<file path="src/rtl/sfifo_reader.sv">
// ---------------------------------------------------------------------------
// sfifo_reader
//
// Drains the first-word-fall-through read port of a synchronous FIFO and
// presents the words as a valid/ready stream framed into bursts: o_last marks
// every L-th word, where L comes from i_burst_len at the start of each burst.
// A one-word skid register sits behind the output register. Because of it, the
// FIFO read strobe depends only on registered state and the FIFO flag, never
// on i_ready.
//
// Optional build macro:
//   SFIFO_READER_STATS_EN  adds o_xfers / o_stalls event counters.
//
// Parameters:
//   BW       data width; must match the FIFO's BW
//   LGBURST  log2 of the maximum burst length (max burst = 2^LGBURST words)
//
// Ports:
//   i_clk         system clock
//   i_reset       asynchronous, active-high reset
//   i_fifo_empty  FIFO empty flag; i_fifo_data is valid whenever low
//   i_fifo_data   FIFO head word (fall-through)
//   o_fifo_rd     FIFO read strobe; pops the head word this cycle
//   i_burst_len   requested burst length, sampled at burst start
//   o_valid       stream word valid
//   i_ready       downstream accepts word
//   o_data        stream word
//   o_last        final word of the current burst
//   o_count       words loaded into the pipeline for the current burst
//   o_busy        o_valid, or skid occupied, or o_count != 0
//   o_xfers       (SFIFO_READER_STATS_EN) handshake count, wraps at 2^32
//   o_stalls      (SFIFO_READER_STATS_EN) o_valid && !i_ready cycles, wraps
// ---------------------------------------------------------------------------
module sfifo_reader #(
  parameter int BW      = 8,
  parameter int LGBURST = 4
) (
  input  logic               i_clk,
  input  logic               i_reset,
  input  logic               i_fifo_empty,
  input  logic [BW-1:0]      i_fifo_data,
  output logic               o_fifo_rd,
  input  logic [LGBURST:0]   i_burst_len,
  output logic               o_valid,
  input  logic               i_ready,
  output logic [BW-1:0]      o_data,
  output logic               o_last,
  output logic [LGBURST:0]   o_count,
  output logic               o_busy
`ifdef SFIFO_READER_STATS_EN
  ,
  output logic [31:0]        o_xfers,
  output logic [31:0]        o_stalls
`endif
);

  localparam int CW = LGBURST + 1;
  localparam logic [CW-1:0] ONE     = {{LGBURST{1'b0}}, 1'b1};
  localparam logic [CW-1:0] MAX_LEN = {1'b1, {LGBURST{1'b0}}};

  // A zero request means single-word bursts; requests above the maximum
  // saturate to the maximum burst.
  function automatic logic [CW-1:0] clamp_len(input logic [CW-1:0] req);
    if (req == '0)
      return ONE;
    else if (req > MAX_LEN)
      return MAX_LEN;
    else
      return req;
  endfunction

  logic              handshake;
  logic              skid_valid;
  logic [BW-1:0]     skid_data;
  logic              skid_last;
  logic [CW-1:0]     burst_len_q;
  logic [CW-1:0]     cur_len;
  logic              word_last;

  // The read strobe must not see i_ready: a word is popped only when the skid
  // is free, so there is always room for it whatever the consumer does.
  assign o_fifo_rd = !i_fifo_empty && !skid_valid;
  assign handshake = o_valid && i_ready;
  assign o_busy    = o_valid || skid_valid || (o_count != '0);

  // The first word of a burst uses the freshly clamped request; later words
  // use the length latched when that first word loaded.
  assign cur_len   = (o_count == '0) ? clamp_len(i_burst_len) : burst_len_q;
  assign word_last = (o_count == (cur_len - ONE));

  // ---- stage boundary: FIFO head -> output register / skid register ----
  always_ff @(posedge i_clk or posedge i_reset) begin
    if (i_reset) begin
      o_valid    <= 1'b0;
      o_data     <= '0;
      o_last     <= 1'b0;
      skid_valid <= 1'b0;
      skid_data  <= '0;
      skid_last  <= 1'b0;
    end else if (o_fifo_rd) begin
      // A load implies the skid is empty; the word goes straight to the
      // output unless the output is holding a stalled word.
      if (!o_valid || i_ready) begin
        o_valid <= 1'b1;
        o_data  <= i_fifo_data;
        o_last  <= word_last;
      end else begin
        skid_valid <= 1'b1;
        skid_data  <= i_fifo_data;
        skid_last  <= word_last;
      end
    end else if (handshake) begin
      if (skid_valid) begin
        o_data     <= skid_data;
        o_last     <= skid_last;
        skid_valid <= 1'b0;
      end else begin
        o_valid <= 1'b0;
        o_last  <= 1'b0;
      end
    end
  end

  // ---- stage boundary: burst framing counter, advanced per loaded word ----
  always_ff @(posedge i_clk or posedge i_reset) begin
    if (i_reset) begin
      o_count     <= '0;
      burst_len_q <= ONE;
    end else if (o_fifo_rd) begin
      if (o_count == '0)
        burst_len_q <= cur_len;
      o_count <= word_last ? '0 : (o_count + ONE);
    end
  end

`ifdef SFIFO_READER_STATS_EN
  // ---- stage boundary: event counters ----
  always_ff @(posedge i_clk or posedge i_reset) begin
    if (i_reset) begin
      o_xfers  <= '0;
      o_stalls <= '0;
    end else begin
      if (handshake)
        o_xfers <= o_xfers + 32'd1;
      if (o_valid && !i_ready)
        o_stalls <= o_stalls + 32'd1;
    end
  end
`endif

endmodule

</file>
<file path="config.mk">
export PLATFORM = sky130hd
export DESIGN_NAME = sfifo_reader
export DESIGN_NICKNAME = d
export VERILOG_FILES = /design/src/rtl/sfifo_reader.sv
export SDC_FILE = /design/constraint.sdc
export NUM_CORES = 1
export LEC_CHECK = 0
export ABC_AREA = 1
export ABC_CLOCK_PERIOD_IN_PS = 2600
export CAP_MARGIN = 20
export CORE_MARGIN = 8
export CORE_UTILIZATION = 25
export DETAILED_ROUTE_END_ITERATION = 16
export PLACE_DENSITY = 0.56
export SYNTH_ARGS = -nofsm -noshare
export SYNTH_HDL_FRONTEND = slang
export SYNTH_SLANG_ARGS = --single-unit
</file>
<file path="constraint.sdc">
create_clock -name i_clk -period 2.6 [get_ports i_clk]
set_input_delay 0.39 -clock i_clk [delete_from_list [all_inputs] [get_ports i_clk]]
set_output_delay 0.39 -clock i_clk [all_outputs]
set_load 0.005 [all_outputs]
</file>
==> results.toml, run 1 <==
[logic_synthesis]
synth-seq-area-share_pct = 46.5
syn_area_um2 = 1620
syn-num-nets = 223
synth_warnings = 0
ys_seq_elements = 30
synthDistinctLibCells = 27
synth_area_per_cell_um2 = 7.93
syn_inst = 204

[cts]
cts_buffer_depth = 2
ctsRootBufferMaster = "clkbuf_8"
worstSkewPairLatency_ns = 0.29
cts_tree = "built"
cts_buffers = 5
clk_pin_slew_ns = 0.07
cts_hold_buf = 0
clock-sinks = 30
cts_max_level = 2

[setup_path]
worstSetupPathType = "flop to output pin"
r2r_slack_ns = 0.53
reg2reg_depth = 17
cp.arrival_ns = 2.08
crit_fanout = 8
r2r_start = "o_count[1]"
startpoint_type = "flop"
worst_setup_path_end_kind = "output pin"
crit_path_end = "o_busy"
worstReg2RegEnd = "o_count[2]"
startpoint = "o_count[1]"
required_ns = 2.21

[status]
outcome = "finished clean"

[cells_and_area]
fillers = 701
drive_gt1_share_pct = 14.3
fin_cells = 322
syn2layout_area_growth_pct = 32.9
num-nets-final = 263
diodes = 0
finalCoreUtilization_pct = 34.0

[detailed_routing]
vias_per_cell = 4.45
num_vias = 1434
dr.pass1.iters = 4
wire_per_inst_um = 12.3
wirelength_um = 3950
final_antenna_net_count = 0
drtIter0Drc = 48
drc = 0

[floorplanning]
start_util_pct = 25.6
die_h_um = 96.4
ioPinCount = 34
die_x_um = 96.4
core-area_um2 = 6310
die_area_um2 = 9300
row_count = 29

[pwr]
p_per_area_nw_per_um2 = 1080
power_mw = 2.32
power.leakage_nw = 1.01
vdd_drop_max_mv = 0.434

[placement]
place_congestion = 0.817
hpwl_um = 2900
io_buffer_count = 33
dpl.cell_count = 314
dp_slack_ns = 0.366

[sta]
slew_headroom_pct = 59.8
setup_tns_ns = 0
grt_setup_unrepaired = "false"
worst_slew_pin_slew_ns = 0.603
hold_viol = 0
finalWorstSetupSlack_ns = 0.125
fin_crit_ns = 2.47
period_share_pct = 95.2
finalMaxSlewViolations = 0
setup_viol = 0
finClkSkew_ns = 0.00221
fmax_ghz = 0.404

[grt]
gr-total-overflow = 0
grtUsageTotal_pct = 9.27
antenna_found_initial = 0
grt_max_degree = 31
grt_pass1_wl_um = 6580
grt_pass1_vias = 1392

[run]
maxCapViolations = 0

[worst_hold_path]
hp-class = "input port to async pin"
-- stage by stage --
| step | instance area (µm²) | hold slack, ns |
|---|---|---|
| finish | 2150 | 0.473 |
| floorplan | 1620 | 0.453 |
| global route | 2150 | 0.524 |
| global placement | 2050 | 0.479 |
| detailed placement | 2050 | 0.483 |
| CTS | 2150 | 0.491 |
-- cell type report --
type	count	area [µm²]	area share, %
well taps	77	96.3	4.48
clock buffers	6	82.6	3.84
flip-flops and latches	30	752	35.0
multi-input cells	148	766	35.6
clock inverters	2	12.5	0.582
repair buffers	36	353	16.4
inverters	23	87.6	4.07
-- synth_stat cells, drive strengths merged --
master / count / share of area (%)
a21boi: 1 / 0.46
or3: 1 / 0.39
nand2: 63 / 16
nand4: 3 / 1.2
dfrtp: 29 / 45
dfstp: 1 / 1.6
o21ai: 11 / 3.4
or2: 1 / 0.39
mux2: 8 / 5.6
a21oi: 4 / 1.5
clkbuf: 2 / 0.46
buf: 1 / 0.31
inv: 21 / 4.9
nand3: 17 / 5.6
a31oi: 8 / 3.1
ha: 2 / 1.5
nor2: 28 / 7.7
clkinv: 2 / 0.54
nor4: 1 / 0.39
-- worst max-delay path, stage by stage (launching register included) --
cell and delay (ns):
dfrtp_1 0.42, inv_1 0.10, ha_1 0.14, inv_1 0.06, nor2_4 0.17, nand2_4 0.12, or3_1 0.33, clkdlybuf4s50_1 0.45
-- state kept, by name (all words and copies together), names as in the netlist --
register	flops
skid_last	1
skid_valid	1
o_valid	1
o_last	1
burst_len_q	5
o_count	5
o_data	8
skid_data	8
-- cells in the final DEF, fill, tap and decap left out, types with 3 or more instances in the layout --
master / n
a21oi_1: 3
a31oi_1: 8
nand3_1: 16
dfrtp_1: 29
inv_1: 20
nand4_1: 3
clkdlybuf4s50_1: 33
o21ai_0: 9
buf_4: 3
nand2_1: 57
nand2_2: 4
clkbuf_8: 6
mux2_2: 8
nor2_1: 24
-- power breakdown --
part	switching [mW]	leakage [nW]	total, mW	internal, mW
Clock	0.196	0.0472	0.409	0.213
Sequential	0.175	0.360	0.850	0.675
Combinational	0.539	0.604	1.06	0.522
Total	0.910	1.01	2.32	1.41
-- worst min-delay path by stage --
stage	end	slack, ns	cells after the start
floorplan	skid_last	0.45	2
global placement	burst_len_q[3]	0.48	2
detailed placement	burst_len_q[3]	0.48	2
CTS	o_data[4]	0.49	3
global route	o_count[1]	0.52	3
finish	burst_len_q[4]	0.47	3
-- per-layer routing --
metal	routed length (µm)	GRT usage (%)	part of all wire (%)	vias up
met5	0	0	0	-
met4	80	4.92	2.0	0
met3	316	3.86	8.0	8
met2	1680	13.7	42	35
met1	1870	11.3	47	648
li1	-	-	-	743
-- what timing repair did --
action,4_1_cts,5_1_grt
resized for setup,0,1
setup endpoints to repair,0,1
setup buffers,0,0
-- cells by family (layout without fill, tap and decap cells) --
| kind of cell | after synthesis | count (layout) | share of synthesized area (%) |
|---|---|---|---|
| adder cells (fa/ha/maj) | 2 | 2 | 1.55 |
| flip-flops | 30 | 30 | 46.5 |
| AO/OA/AOI/OAI | 24 | 24 | 8.43 |
| AND/OR/NAND/NOR | 114 | 114 | 31.8 |
| buffers and inverters | 26 | 67 | 6.19 |
| multiplexers | 8 | 8 | 5.57 |
(Power assumes the default switching activity.)
==> inputs of run 2 (changes only) <==
ABC_CLOCK_PERIOD_IN_PS = default   (was 2600)
==> results of run 2 <==
Same layout as run 1: the final DEF is identical, and so are final timing and power.
==> inputs of run 3 (changes only) <==
CTS_CLUSTER_SIZE = 40   (was default)
TNS_END_PERCENT = 20   (was default)
==> results of run 3 <==
Same layout as run 1: the final DEF is identical, and so are final timing and power.
